File: src/rtl/ad6676_capture_sequencer_if.sv
// Bundle of control, stream and status signals between the AD6676 capture
// sequencer and its register map / JESD receive path / DMA.
interface ad6676_capture_sequencer_if #(
    parameter int DATA_WIDTH = 64,
    parameter int LEN_WIDTH  = 16
);
    logic                  cfg_start;
    logic                  cfg_abort;
    logic [LEN_WIDTH-1:0]  cfg_length;
    logic                  trig;
    logic [3:0]            in_sof;
    logic                  in_valid;
    logic [DATA_WIDTH-1:0] in_data;
    logic                  adc_dovf;
    logic                  out_valid;
    logic [DATA_WIDTH-1:0] out_data;
    logic                  out_first;
    logic                  out_last;
    logic                  busy;
    logic                  done;
    logic                  aborted;
    logic                  ovf;
    logic [LEN_WIDTH-1:0]  beat_count;

    modport master (
        output cfg_start, cfg_abort, cfg_length, trig, in_sof, in_valid, in_data, adc_dovf,
        input  out_valid, out_data, out_first, out_last, busy, done, aborted, ovf, beat_count
    );

    modport slave (
        input  cfg_start, cfg_abort, cfg_length, trig, in_sof, in_valid, in_data, adc_dovf,
        output out_valid, out_data, out_first, out_last, busy, done, aborted, ovf, beat_count
    );
endinterface

File: src/rtl/ad6676_capture_sequencer.sv
// Fixed-length ADC capture sequencer: arm, optional trigger, SOF alignment,
// then forward exactly LENGTH beats to the DMA with done/abort/overflow status.
module ad6676_capture_sequencer #(
    parameter int DATA_WIDTH = 64,
    parameter int LEN_WIDTH  = 16,
    parameter bit TRIGGER_EN = 1'b1
) (
    input  logic                        adc_clk,
    input  logic                        adc_rst,
    ad6676_capture_sequencer_if.slave   bus
);
    typedef enum logic [2:0] {
        ST_IDLE     = 3'd0,
        ST_ARMED    = 3'd1,
        ST_WAIT_SOF = 3'd2,
        ST_CAPTURE  = 3'd3,
        ST_DONE     = 3'd4
    } state_t;

    state_t                state_q, state_d;
    logic [LEN_WIDTH-1:0]  len_q, len_d;
    logic [LEN_WIDTH-1:0]  count_q, count_d;
    logic                  trig_d_q;
    logic                  ovf_q, ovf_d;
    logic                  out_valid_q, out_valid_d;
    logic                  out_first_q, out_first_d;
    logic                  out_last_q, out_last_d;
    logic [DATA_WIDTH-1:0] out_data_q, out_data_d;
    logic                  done_q, done_d;
    logic                  aborted_q, aborted_d;
    logic                  trig_rise_s;
    logic [LEN_WIDTH-1:0]  last_idx_s;
    logic [LEN_WIDTH-1:0]  count_inc_s;

    assign trig_rise_s = bus.trig & ~trig_d_q;
    // Length 0 wraps to all-ones here, so the capture runs the full 2^LEN_WIDTH beats.
    assign last_idx_s  = len_q - {{(LEN_WIDTH-1){1'b0}}, 1'b1};
    assign count_inc_s = count_q + {{(LEN_WIDTH-1){1'b0}}, 1'b1};

    // Next-state, counter and output-register logic; abort overrides every other event.
    always_comb begin
        state_d     = state_q;
        len_d       = len_q;
        count_d     = count_q;
        ovf_d       = ovf_q;
        out_valid_d = 1'b0;
        out_first_d = 1'b0;
        out_last_d  = 1'b0;
        out_data_d  = out_data_q;
        done_d      = 1'b0;
        aborted_d   = 1'b0;
        if (bus.cfg_abort) begin
            state_d   = ST_IDLE;
            aborted_d = (state_q != ST_IDLE);
        end else begin
            case (state_q)
                ST_IDLE: begin
                    if (bus.cfg_start) begin
                        state_d = ST_ARMED;
                        len_d   = bus.cfg_length;
                        count_d = '0;
                        ovf_d   = 1'b0;
                    end else begin
                        state_d = ST_IDLE;
                    end
                end
                ST_ARMED: begin
                    if (!TRIGGER_EN || trig_rise_s) begin
                        state_d = ST_WAIT_SOF;
                    end else begin
                        state_d = ST_ARMED;
                    end
                end
                ST_WAIT_SOF: begin
                    if (bus.in_valid && bus.in_sof[0]) begin
                        out_valid_d = 1'b1;
                        out_first_d = 1'b1;
                        out_data_d  = bus.in_data;
                        count_d     = count_inc_s;
                        if (len_q == {{(LEN_WIDTH-1){1'b0}}, 1'b1}) begin
                            out_last_d = 1'b1;
                            state_d    = ST_DONE;
                        end else begin
                            state_d    = ST_CAPTURE;
                        end
                    end else begin
                        state_d = ST_WAIT_SOF;
                    end
                end
                ST_CAPTURE: begin
                    if (bus.adc_dovf) begin
                        ovf_d = 1'b1;
                    end else begin
                        ovf_d = ovf_q;
                    end
                    if (bus.in_valid) begin
                        out_valid_d = 1'b1;
                        out_data_d  = bus.in_data;
                        count_d     = count_inc_s;
                        if (count_q == last_idx_s) begin
                            out_last_d = 1'b1;
                            state_d    = ST_DONE;
                        end else begin
                            state_d    = ST_CAPTURE;
                        end
                    end else begin
                        state_d = ST_CAPTURE;
                    end
                end
                ST_DONE: begin
                    done_d  = 1'b1;
                    state_d = ST_IDLE;
                end
                default: begin
                    state_d = ST_IDLE;
                end
            endcase
        end
    end

    // State and output registers with synchronous reset.
    always_ff @(posedge adc_clk) begin
        if (adc_rst) begin
            state_q     <= ST_IDLE;
            len_q       <= '0;
            count_q     <= '0;
            trig_d_q    <= 1'b0;
            ovf_q       <= 1'b0;
            out_valid_q <= 1'b0;
            out_first_q <= 1'b0;
            out_last_q  <= 1'b0;
            out_data_q  <= '0;
            done_q      <= 1'b0;
            aborted_q   <= 1'b0;
        end else begin
            state_q     <= state_d;
            len_q       <= len_d;
            count_q     <= count_d;
            trig_d_q    <= bus.trig;
            ovf_q       <= ovf_d;
            out_valid_q <= out_valid_d;
            out_first_q <= out_first_d;
            out_last_q  <= out_last_d;
            out_data_q  <= out_data_d;
            done_q      <= done_d;
            aborted_q   <= aborted_d;
        end
    end

    assign bus.out_valid  = out_valid_q;
    assign bus.out_data   = out_data_q;
    assign bus.out_first  = out_first_q;
    assign bus.out_last   = out_last_q;
    assign bus.busy       = (state_q != ST_IDLE);
    assign bus.done       = done_q;
    assign bus.aborted    = aborted_q;
    assign bus.ovf        = ovf_q;
    assign bus.beat_count = count_q;
endmodule

File: src/flat_wrapper.sv
// flat-port wrapper written by rule: the top's interface ports become plain ports
module ad6676_capture_sequencer_flat 
#(
    parameter int DATA_WIDTH = 64,
    parameter int LEN_WIDTH  = 16,
    parameter bit TRIGGER_EN = 1'b1
)
  (adc_clk, adc_rst, bus_cfg_start, bus_cfg_abort, bus_cfg_length, bus_trig, bus_in_sof, bus_in_valid, bus_in_data, bus_adc_dovf, bus_out_valid, bus_out_data, bus_out_first, bus_out_last, bus_busy, bus_done, bus_aborted, bus_ovf, bus_beat_count);
  ad6676_capture_sequencer_if #(.DATA_WIDTH(DATA_WIDTH), .LEN_WIDTH(LEN_WIDTH)) bus_i ();
  input  logic adc_clk;
  input  logic adc_rst;
  input wire logic [$bits(bus_i.cfg_start)-1:0] bus_cfg_start;
  input wire logic [$bits(bus_i.cfg_abort)-1:0] bus_cfg_abort;
  input wire logic [$bits(bus_i.cfg_length)-1:0] bus_cfg_length;
  input wire logic [$bits(bus_i.trig)-1:0] bus_trig;
  input wire logic [$bits(bus_i.in_sof)-1:0] bus_in_sof;
  input wire logic [$bits(bus_i.in_valid)-1:0] bus_in_valid;
  input wire logic [$bits(bus_i.in_data)-1:0] bus_in_data;
  input wire logic [$bits(bus_i.adc_dovf)-1:0] bus_adc_dovf;
  output wire logic [$bits(bus_i.out_valid)-1:0] bus_out_valid;
  output wire logic [$bits(bus_i.out_data)-1:0] bus_out_data;
  output wire logic [$bits(bus_i.out_first)-1:0] bus_out_first;
  output wire logic [$bits(bus_i.out_last)-1:0] bus_out_last;
  output wire logic [$bits(bus_i.busy)-1:0] bus_busy;
  output wire logic [$bits(bus_i.done)-1:0] bus_done;
  output wire logic [$bits(bus_i.aborted)-1:0] bus_aborted;
  output wire logic [$bits(bus_i.ovf)-1:0] bus_ovf;
  output wire logic [$bits(bus_i.beat_count)-1:0] bus_beat_count;
  assign bus_i.cfg_start = bus_cfg_start;
  assign bus_i.cfg_abort = bus_cfg_abort;
  assign bus_i.cfg_length = bus_cfg_length;
  assign bus_i.trig = bus_trig;
  assign bus_i.in_sof = bus_in_sof;
  assign bus_i.in_valid = bus_in_valid;
  assign bus_i.in_data = bus_in_data;
  assign bus_i.adc_dovf = bus_adc_dovf;
  assign bus_out_valid = bus_i.out_valid;
  assign bus_out_data = bus_i.out_data;
  assign bus_out_first = bus_i.out_first;
  assign bus_out_last = bus_i.out_last;
  assign bus_busy = bus_i.busy;
  assign bus_done = bus_i.done;
  assign bus_aborted = bus_i.aborted;
  assign bus_ovf = bus_i.ovf;
  assign bus_beat_count = bus_i.beat_count;
  ad6676_capture_sequencer #(.DATA_WIDTH(DATA_WIDTH), .LEN_WIDTH(LEN_WIDTH), .TRIGGER_EN(TRIGGER_EN)) u_core (.adc_clk(adc_clk), .adc_rst(adc_rst), .bus(bus_i));
endmodule
File: config.mk
export PLATFORM = sky130hd
export DESIGN_NAME = ad6676_capture_sequencer_flat
export DESIGN_NICKNAME = d
export VERILOG_FILES = /design/src/rtl/ad6676_capture_sequencer_if.sv /design/src/rtl/ad6676_capture_sequencer.sv /design/src/flat_wrapper.sv
export SDC_FILE = /design/constraint.sdc
export NUM_CORES = 1
export LEC_CHECK = 0
export BUFFER_PORTS_ARGS = -buffer_cell sky130_fd_sc_hd__buf_2
export CAP_MARGIN = 20
export CORE_MARGIN = 2
export CORE_UTILIZATION = 44
export DETAILED_ROUTE_END_ITERATION = 8
export PLACE_DENSITY = 0.82
export RECOVER_POWER = 100
export SLEW_MARGIN = 30
export SYNTH_ARGS = -nofsm -noshare
export SYNTH_HDL_FRONTEND = slang
export SYNTH_SLANG_ARGS = --single-unit
File: constraint.sdc
create_clock -name adc_clk -period 2.55 [get_ports adc_clk]
set_clock_uncertainty 0.1 [all_clocks]
set_input_delay 0.3825 -clock adc_clk [delete_from_list [all_inputs] [get_ports adc_clk]]
set_output_delay 0.3825 -clock adc_clk [all_outputs]
set_load 0.05 [all_outputs]
==> flow_summary.ini <==
[outcome]
run_status = finished, violations left
violations = capacitance limit, slew limit

[timing]
drv_slew = 86
setup_tns_ps = 0
max_freq_mhz = 401
fin_hold_ws_ps = 143
worstMarginPinSlew_ps = 1660
min_period_ps = 2490
rsz0062_at_grt = no
relSlewSlack_pct = -10.6
finalHoldViolCount = 0
finalSetupViolations = 0
period_share_pct = 97.7

[grt]
grt_pass1_wl_mm = 18.9
first_global_vias = 4064
grt_max_degree = 86
antenna_found_initial = 0
grt_overflow = 0
grt_use_total_pct = 21.0

[logic_synthesis]
synth_edf_count = 0
synth_ff_type = dfxtp_1
async_reset_ff_share_pct = 0
synth_area_leader_cell = dfxtp_1
synth.distinct_cells = 51
syn_area_sq_um = 4470
synth.most_common_cell = nand2_1
yosys.area.top_type_share_pct = 47.4
ys_top_cells_by_count = nand2_1 (169), dfxtp_1 (106), a21oi_1 (87)
syn-mean-instance-area_sq_um = 7.89
ys_warn_count = 0
synthTopCellsByArea = dfxtp_1 (47%), nand2_1 (14%), a21oi_1 (9.7%)
yosysSeqAreaShare_pct = 47.4
syn-num-nets = 661
syn_inst = 567
synth-seq-cells = 106

[layout]
final_nets = 829
fin_util_pct = 57.6
final_layout_size_suffix_gt1_share_pct = 18.4
layout.cells.non_filler = 872
area_growth_pct = 26.5
diodes = 0
fin_area_sq_um = 5660
nFillCells = 937

[flow_run]
maxCapViolCount = 1

[setup_path]
critical_path_class = register to register
rrSetupSlack_ps = 60
cp_slowest_cell = or4_1
crit_path_end_kind = register
worstPathCellList = or4_1, nor4_1, xnor2_1, nand4_1, or4_4, o21ai_2
cp_data_arrival_time_ps = 2700
rr_startpoint = u_core.len_q[2]
r2r_end = u_core.state_q[2]
slowest_delay_ps = 690
crit_end = u_core.state_q[2]
cp.required_ps = 2760
rr_worst_depth = 6
cp-start-kind = register
path_max_fanout = 7
startpoint = u_core.len_q[2]

[placed_design]
place_congestion = 0.878
dp_hpwl_mm = 8.60
placed_cell_area_sq_um = 5550
dp.cells = 857
io_buffers = 174

[floorplanning]
coreArea_sq_um = 9820
die_x_um = 105
rows = 36
die_h_um = 105
ios = 178
initial_core_util_pct = 45.6
dieArea_sq_um = 11000

[clock_network]
cts_root_buffer = clkbuf_8
numCtsBuffers = 9
cts.clk_slew.worst_paths_ps = 100
cts_num_sinks = 106
cts_tree = built
htreeDepth = 3
clk_latency_ps = 360
clock_path_buffers = 2
post_cts_buffers = 0
ctsHoldBuffers = 0

[pwr]
power.density_nw_per_um2 = 555
ir_worst_vdd_mv = 0.337
leakage_nw = 2.12

[detailed_routing]
drt_iter0_drc = 187
wl_per_cell_um = 13.7
vias = 4468
drc = 0
drt-pass1-iter-count = 5
routed_wirelength_mm = 11.9
via_per_inst = 5.12
postRouteAntennaNets = 0

[min_path]
holdPathStages = 3
hp-class = input pin to register
-- worst max-delay path, delay by kind of cell, from the launching register on --
kind	cells	cell delay (ps)
flip-flops	1	310
XOR/XNOR	1	160
AND/OR/NAND/NOR	4	1740
AO/OA/AOI/OAI	1	120
-- cell type report --
type | count | area [sq um] | share of cell area (%)
multi-input cells | 416 | 2200 | 39.0
flip-flops and latches | 106 | 2120 | 37.5
repair buffers | 195 | 922 | 16.3
well taps | 133 | 166 | 2.94
clock buffers | 10 | 138 | 2.43
clock inverters | 5 | 78.8 | 1.39
inverters | 7 | 26.3 | 0.464
-- metal layers --
| metal | up-vias | GRT usage (%) | share of wire, % |
|---|---|---|---|
| li1 | 2241 | - | - |
| met1 | 2047 | 25.5 | 42 |
| met2 | 161 | 35.4 | 49 |
| met3 | 19 | 5.49 | 7.6 |
| met4 | 0 | 8.29 | 1.9 |
| met5 | - | 0 | 0 |
-- where the power goes --
group / internal (mW) / leakage (nW) / switching, mW
sequential: 1.67 / 0.856 / 0.0149
combinational: 0.144 / 1.16 / 0.173
clock: 0.574 / 0.112 / 0.562
total: 2.39 / 2.12 / 0.750
-- kinds of logic (layout without fill, tap and decap cells) --
kind of cell,Yosys count,count (layout),share of synthesized area (%)
xor+xnor,31,31,6.07
buf+inv,45,217,4.03
mux,1,1,0.224
compound gates,119,119,15.1
fa+ha+maj,3,3,0.839
flops,106,106,47.4
simple gates,262,262,26.3
-- how the worst min path moves through the flow --
stage,start,end,slack [ps]
2_1_floorplan,u_core.len_q[15],u_core.len_q[15],360
3_3_place_gp,u_core.bus.out_data[37],u_core.bus.out_data[37],340
3_5_place_dp,u_core.bus.out_data[15],u_core.bus.out_data[15],340
4_1_cts,bus_in_data[21],u_core.bus.out_data[21],130
5_1_grt,bus_in_data[21],u_core.bus.out_data[21],130
6_report,bus_in_data[21],u_core.bus.out_data[21],140
-- sequential cells by signal (all words and copies together) (netlist names) --
signal and flops:
u_core.bus.ovf 1, u_core.bus.out_valid 1, u_core.bus.aborted 1, u_core.bus.out_data 64, u_core.bus.beat_count 16, u_core.state_q 3
u_core.bus.out_last 1, u_core.bus.out_first 1, u_core.len_q 16, u_core.trig_d_q 1, u_core.bus.done 1
-- cells in the final DEF (no fill, tap or decap), types with 3 or more instances in the layout --
cell type,netlist,final
and3_1,3,3
a31oi_1,7,7
xnor2_1,15,15
nor4_1,9,8
buf_4,0,15
clkbuf_8,0,10
dfxtp_1,106,106
nor2b_1,3,3
nor3b_1,4,3
clkbuf_1,26,89
nor3_1,9,8
inv_1,7,7
o21ai_0,4,4
nand4_1,4,4
nand2_1,169,169
a211o_1,3,3
nand3_1,9,9
nor2_1,27,27
xor2_1,16,16
or4_1,3,3
nand2b_1,4,4
buf_2,3,86
a21oi_1,87,87
-- through the flow --
stage          setup WS (ps)  power, mW
6_report                59.2       3.14
5_1_grt                 3.39       3.26
4_1_cts                 57.8       3.16
3_5_place_dp            66.4       2.04
3_3_place_gp            71.9       2.03
2_1_floorplan           65.7       1.91
-- what timing repair did --
item / 4_1_cts / 5_1_grt
hold endpoints to repair: 0 / 0
gates resized for setup: 0 / 4
endpoints found under the setup margin: 0 / 4
No activity file was read; power rests on OpenSTA's default activity.
